<file path="config.mk">
export PLATFORM = sky130hd
export DESIGN_NAME = zbt_arbiter
export DESIGN_NICKNAME = d
export VERILOG_FILES = /design/src/rtl/pix_pkg.sv /design/src/rtl/zbt_wr_fifo.sv /design/src/rtl/zbt_arbiter.sv
export SDC_FILE = /design/constraint.sdc
export NUM_CORES = 1
export LEC_CHECK = 0
export ABC_AREA = 1
export CAP_MARGIN = 10
export CORE_MARGIN = 4
export CORE_UTILIZATION = 45
export DETAILED_ROUTE_END_ITERATION = 7
export DONT_BUFFER_PORTS = 1
export GPL_TIMING_DRIVEN = 1
export PLACE_DENSITY = 0.71
export REMOVE_ABC_BUFFERS = 1
export SYNTH_ARGS = -nofsm -noshare
export SYNTH_HDL_FRONTEND = slang
export SYNTH_HIERARCHICAL = 1
export SYNTH_SLANG_ARGS = --single-unit
</file>
<file path="constraint.sdc">
create_clock -name clk -period 7.9 [get_ports clk]
set_input_delay 1.975 -clock clk [delete_from_list [all_inputs] [get_ports clk]]
set_output_delay 1.975 -clock clk [all_outputs]
set_load 0.05 [all_outputs]
</file>
<file path="src/rtl/pix_pkg.sv">
// Shared widths and arbiter state encoding for the pixel-path ZBT memory interface.
package pix_pkg;
  localparam int ADDR_W = 19;
  localparam int DATA_W = 36;
  localparam int CNT_W  = 3;

  typedef enum logic [0:0] {
    RD_PRI   = 1'b0,
    WR_DRAIN = 1'b1
  } arb_state_t;
endpackage

</file>
<file path="src/rtl/zbt_wr_fifo.sv">
// Synchronous write buffer holding {address, data} pairs; count, full and empty are registered-derived.
module zbt_wr_fifo
  import pix_pkg::*;
#(
  parameter int DEPTH = 4
) (
  input  logic              clk,
  input  logic              reset,
  input  logic              push,
  input  logic              pop,
  input  logic [ADDR_W-1:0] din_addr,
  input  logic [DATA_W-1:0] din_data,
  output logic [ADDR_W-1:0] dout_addr,
  output logic [DATA_W-1:0] dout_data,
  output logic [CNT_W-1:0]  count,
  output logic              full,
  output logic              empty
);
  localparam int PW = (DEPTH > 1) ? $clog2(DEPTH) : 1;

  logic [ADDR_W+DATA_W-1:0] mem [DEPTH];
  logic [PW-1:0]            wr_ptr;
  logic [PW-1:0]            rd_ptr;

  // Pointers wrap at DEPTH so non-power-of-two depths work.
  function automatic logic [PW-1:0] ptr_next(input logic [PW-1:0] p);
    return (p == PW'(DEPTH - 1)) ? '0 : p + PW'(1);
  endfunction

  always_ff @(posedge clk) begin
    if (!reset) begin
      wr_ptr <= '0;
      rd_ptr <= '0;
      count  <= '0;
    end else begin
      if (push) wr_ptr <= ptr_next(wr_ptr);
      if (pop)  rd_ptr <= ptr_next(rd_ptr);
      case ({push, pop})
        2'b10:   count <= count + CNT_W'(1);
        2'b01:   count <= count - CNT_W'(1);
        default: count <= count;
      endcase
    end
  end

  always_ff @(posedge clk) begin
    if (reset && push) mem[wr_ptr] <= {din_addr, din_data};
  end

  assign {dout_addr, dout_data} = mem[rd_ptr];
  assign full  = (count == CNT_W'(DEPTH));
  assign empty = (count == CNT_W'(0));
endmodule

</file>
<file path="src/rtl/zbt_arbiter.sv">
// Single-bank ZBT arbiter: display reads have priority, buffered writes drain in bounded bursts.
module zbt_arbiter
  import pix_pkg::*;
#(
  parameter int FIFO_DEPTH = 4,
  parameter int RD_LAT     = 2,
  parameter int DRAIN_TH   = 3,
  parameter int DRAIN_MAX  = 4
) (
  input  logic              clk,
  input  logic              reset,
  input  logic              wr_en,
  input  logic [ADDR_W-1:0] wr_addr,
  input  logic [DATA_W-1:0] wr_data,
  input  logic              rd_req,
  input  logic [ADDR_W-1:0] rd_addr,
  output logic              rd_gnt,
  output logic              rd_valid,
  output logic [DATA_W-1:0] rd_data,
  output logic [ADDR_W-1:0] zbt_addr,
  output logic              zbt_we,
  output logic [DATA_W-1:0] zbt_wdata,
  input  logic [DATA_W-1:0] zbt_rdata,
  input  logic              clr_ovf,
  output logic [CNT_W-1:0]  fifo_count,
  output logic              ovf
);
  localparam int DW = $clog2(DRAIN_MAX + 1);

  arb_state_t        state;
  arb_state_t        state_nxt;
  logic [DW-1:0]     drain_cnt;
  logic [DW-1:0]     drain_nxt;
  logic              pop;
  logic              push;
  logic              full;
  logic              empty;
  logic              drop;
  logic [ADDR_W-1:0] head_addr;
  logic [DATA_W-1:0] head_data;
  logic [RD_LAT:0]   rd_pipe;

  zbt_wr_fifo #(.DEPTH(FIFO_DEPTH)) u_fifo (
    .clk       (clk),
    .reset     (reset),
    .push      (push),
    .pop       (pop),
    .din_addr  (wr_addr),
    .din_data  (wr_data),
    .dout_addr (head_addr),
    .dout_data (head_data),
    .count     (fifo_count),
    .full      (full),
    .empty     (empty)
  );

  assign push = wr_en & (~full | pop);
  assign drop = wr_en & full & ~pop;

  always_comb begin
    state_nxt = state;
    drain_nxt = drain_cnt;
    rd_gnt    = 1'b0;
    pop       = 1'b0;
    if (!reset) begin
      state_nxt = RD_PRI;
      drain_nxt = '0;
    end else begin
      case (state)
        RD_PRI: begin
          drain_nxt = '0;
          if (rd_req) begin
            rd_gnt = 1'b1;
          end else begin
            pop = ~empty;
          end
          if (fifo_count >= CNT_W'(DRAIN_TH)) begin
            state_nxt = WR_DRAIN;
          end else begin
            state_nxt = RD_PRI;
          end
        end
        WR_DRAIN: begin
          pop = ~empty;
          // Occupancy after this cycle is zero only if at most one entry remains and nothing arrives.
          if ((!wr_en && fifo_count <= CNT_W'(1)) || drain_cnt == DW'(DRAIN_MAX - 1)) begin
            state_nxt = RD_PRI;
            drain_nxt = '0;
          end else begin
            drain_nxt = drain_cnt + DW'(1);
          end
        end
        default: begin
          state_nxt = RD_PRI;
          drain_nxt = '0;
        end
      endcase
    end
  end

  always_ff @(posedge clk) begin
    if (!reset) begin
      state     <= RD_PRI;
      drain_cnt <= '0;
      ovf       <= 1'b0;
      zbt_we    <= 1'b0;
      zbt_addr  <= '0;
      zbt_wdata <= '0;
      rd_pipe   <= '0;
      rd_valid  <= 1'b0;
      rd_data   <= '0;
    end else begin
      state     <= state_nxt;
      drain_cnt <= drain_nxt;
      zbt_we    <= pop;
      if (rd_gnt) begin
        zbt_addr <= rd_addr;
      end else if (pop) begin
        zbt_addr  <= head_addr;
        zbt_wdata <= head_data;
      end
      // rd_pipe[k] marks a read whose address went out k+1 cycles ago.
      rd_pipe  <= {rd_pipe[RD_LAT-1:0], rd_gnt};
      rd_valid <= rd_pipe[RD_LAT];
      if (rd_pipe[RD_LAT]) rd_data <= zbt_rdata;
      if (drop) begin
        ovf <= 1'b1;
      end else if (clr_ovf) begin
        ovf <= 1'b0;
      end
    end
  end
endmodule
</file>
==> run summary <==
=======================================================================================
Result of the run ........................................................ finished clean
Hold Crit Start ..........................................................   rd_pipe[1]
Routability cong. ........................................................        0.762
Count of unresolved DRC violations after routing .........................            0
Resize count post-CTS ....................................................            0
Worst Hold Path Cells ....................................................            2
Clock network latency to the later pin of the worst-skew pair ............       510 ps
Worst min path class ..................................................... register to register
Number of maximum-capacitance constraint violations ......................            0
Inserted Clock Buffers ...................................................           36
Number of I/O port buffers ...............................................            0
Clock Pin Slew Worst Setup and Hold Paths ................................        60 ps
Crit path required time ..................................................      8060 ps
Floorplan die width ......................................................       175 µm
Share of the synthesized area in the top cell type .......................        52.5%
CTS Hold Bufs ............................................................            0
Unrepaired setup endpoints after global routing ..........................           no
First-pass GRT wire length ...............................................     43500 µm
Clock tree from TritonCTS ................................................          yes
Root Driver .............................................................. sky130_fd_sc_hd__clkbuf_16
Critical path capture point type .........................................     register
Average wire per cell in the routed design ...............................      19.6 µm
Ratio of cells with drive above 1 in the final layout ....................        7.85%
Number of violations reported at the end of detailed-routing iteration 0 .          568
Reg2Reg Depth ............................................................            7
Post-CTS Repair Setup Buffers ............................................            0
Critical Path Start Type .................................................    input pin
Arrival time of data at the critical path endpoint .......................      5460 ps
Number of global-route vias before repair ................................         7527
Post-synthesis register bit count ........................................          330
HPWL after DPL ...........................................................     17500 µm
Cell leakage power .......................................................      5.18 nW
Hold Slack ...............................................................       411 ps
Multi-input combinational cell area ......................................     3130 µm²
Count of unique library cells instantiated by Yosys ......................           29
Depth of the CTS H-tree ..................................................            2
# diodes .................................................................            0
Initial antenna violation count ..........................................            1
Worst-path maximum fanout ................................................           40
Area of the core .........................................................    27300 µm²
Maximum number of buffers from clock root to sink ........................            3
Sum of negative setup slack ..............................................         0 ps
# fillers ................................................................         2324
Synth area leader ........................................................ sky130_fd_sc_hd__edfxtp_1
Average via count per standard cell ......................................         5.40
Total Die Area ...........................................................    30700 µm²
Total power per unit cell area ...........................................   310 nW/µm²
Final number of setup-violating endpoints ................................            0
Largest net degree at the start of global routing ........................          125
Aggregate global routing overflow ........................................            0
Hold Fails Final Rpt .....................................................            0
Worst setup startpoint ...................................................       rd_req
Total wirelength of the detailed-routed design ...........................     28800 µm
Number of iterations in the first detailed-routing pass ..................            5
Transition at the pin with the smallest max-transition slack .............      1160 ps
Average cell area after synthesis ........................................     11.5 µm²
Max_slew headroom ........................................................        22.9%
Largest clock skew in the final design ...................................      10.8 ps
Cell area after synthesis ................................................    12600 µm²
Fin crit period ..........................................................      5300 ps
Vias .....................................................................         7922
Total Routing Usage GR ...................................................        18.0%
Final Max Tran Viols .....................................................            0
Effective utilization at floorplan .......................................        46.1%
Synthesis Warnings .......................................................            6
Gate count after technology mapping ......................................         1098
Std cell rows ............................................................           60
# clock sinks ............................................................          330
I/O pin cnt ..............................................................          213
Peak supply drop .........................................................     0.187 mV
Worst Path Class, Setup .................................................. input pin to register
Crit Reg-Reg Startpoint ..................................................        state
Max Clock Freq ...........................................................      189 MHz
Part of the Yosys area used for sequential elements ......................        70.0%
Period Utilization, post-route ...........................................        67.1%
Area Overhead vs Synth ...................................................        10.4%
Storage cell area ........................................................     8810 µm²
Ranking of synthesized cells by area ..................................... sky130_fd_sc_hd__edfxtp_1 53%, sky130_fd_sc_hd__dfxtp_1 18%, sky130_fd_sc_hd__nor2_1 5.8%
Total number of nets in the final design .................................         1191
Post-route antenna net violation count ...................................            0
Floorplan die height .....................................................       175 µm
=======================================================================================
## critical path, cell delays in order
cell,delay [ps]
sky130_fd_sc_hd__nand2_1,600
sky130_fd_sc_hd__nand2_2,730
sky130_fd_sc_hd__a21boi_0,520
sky130_fd_sc_hd__nand2_1,310
sky130_fd_sc_hd__nor2_4,760
sky130_fd_sc_hd__buf_4,510
## cell type report
cell class,count,share of cell area [%]
sequential,330,63.5
multi-input combinational,644,22.5
clock buffer,49,7.50
tap,372,3.35
clock inverter,17,1.49
inverter,51,1.43
timing repair buffer,4,0.216
## registers in the layout, summed over array words and instances (netlist names), 2 cells and up, named ones only
signal / cells
drain_cnt: 3
u_fifo/wr_ptr: 2
zbt_wdata: 36
rd_data: 36
u_fifo/count: 3
rd_pipe: 3
u_fifo/rd_ptr: 2
zbt_addr: 19
u_fifo/mem: 220
## kinds of logic (layout without fill, tap and decap cells)
family	count (synthesis)	count (layout)	share of synthesized area, %
DFF	330	330	70.0
and+or+nand+nor	419	419	14.5
AOI/OAI and AO/OA	216	216	9.18
buffers and inverters	124	121	5.28
adders and majority gates	9	9	0.955
## worst paths after layout
path	end	slack, ps
setup / recovery	u_fifo/mem[2][38]	2600
hold / removal	rd_pipe[2]	410
setup reg to reg	u_fifo/mem[2][38]	3280
hold reg to reg	rd_pipe[2]	410
## metrics by stage
stage	utilization (%)	total power, mW	setup slack (ps)	cells	area [µm²]
after global placement	46.4	2.61	2140	1401	12600
final	51.0	4.31	2600	1467	13900
after floorplan	-	2.50	1640	1025	12100
after CTS	51.0	4.35	2570	1467	13900
after global routing	51.0	4.48	2240	1467	13900
after detailed placement	46.4	2.63	2040	1401	12600
## cells in the final DEF (no fill, tap or decap), types with 2 or more instances in the layout
cell type,n
sky130_fd_sc_hd__a21oi_1,6
sky130_fd_sc_hd__buf_4,4
sky130_fd_sc_hd__bufinv_16,4
sky130_fd_sc_hd__clkbuf_1,6
sky130_fd_sc_hd__clkbuf_16,38
sky130_fd_sc_hd__clkbuf_8,5
sky130_fd_sc_hd__clkinv_1,3
sky130_fd_sc_hd__clkinv_2,5
sky130_fd_sc_hd__clkinvlp_4,2
sky130_fd_sc_hd__dfxtp_1,108
sky130_fd_sc_hd__edfxtp_1,220
sky130_fd_sc_hd__ha_1,8
sky130_fd_sc_hd__inv_1,46
sky130_fd_sc_hd__inv_4,3
sky130_fd_sc_hd__nand2_1,101
sky130_fd_sc_hd__nand3_1,86
sky130_fd_sc_hd__nand3_2,10
sky130_fd_sc_hd__nand4_1,20
sky130_fd_sc_hd__nor2_1,190
sky130_fd_sc_hd__nor2_4,4
sky130_fd_sc_hd__nor3_1,4
sky130_fd_sc_hd__o21ai_0,108
sky130_fd_sc_hd__o21ai_1,45
sky130_fd_sc_hd__o22ai_1,55
## power breakdown
group	switching (mW)	internal, mW	total [mW]
Combinational	0.239	0.112	0.350
Sequential	0.292	1.95	2.24
Clock	0.658	1.06	1.72
Total	1.19	3.12	4.31
## per-layer routing
metal  vias up  routed length, µm  track usage (%)
li1       3807                  -                -
met1      3703              11100             21.6
met2       355              13600             29.2
met3        55               3360             7.83
met4         2                761             5.79
met5         -                 13                0
## synthesized netlist by cell type
cell                       instances
sky130_fd_sc_hd__edfxtp_1        220
sky130_fd_sc_hd__nor2_1          194
sky130_fd_sc_hd__dfxtp_1         110
sky130_fd_sc_hd__o21ai_0         108
sky130_fd_sc_hd__nand2_1         101
sky130_fd_sc_hd__nand3_1          86
sky130_fd_sc_hd__o22ai_1          55
sky130_fd_sc_hd__inv_1            47
sky130_fd_sc_hd__o21ai_1          45
sky130_fd_sc_hd__clkbuf_1         27
sky130_fd_sc_hd__buf_2            22
sky130_fd_sc_hd__nand4_1          20
sky130_fd_sc_hd__buf_6            17
sky130_fd_sc_hd__nand3_2          10
sky130_fd_sc_hd__ha_1              8
sky130_fd_sc_hd__a21oi_1           6
sky130_fd_sc_hd__buf_4             6
sky130_fd_sc_hd__nor3_1            4
sky130_fd_sc_hd__inv_4             2
sky130_fd_sc_hd__a21boi_0          1
sky130_fd_sc_hd__buf_12            1
sky130_fd_sc_hd__clkinv_1          1
sky130_fd_sc_hd__fa_1              1
sky130_fd_sc_hd__inv_2             1
sky130_fd_sc_hd__nand2_2           1
sky130_fd_sc_hd__nand2_4           1
sky130_fd_sc_hd__nor2_8            1
sky130_fd_sc_hd__o211ai_1          1
sky130_fd_sc_hd__or2_2             1
Power figures use the tool's default switching activity.
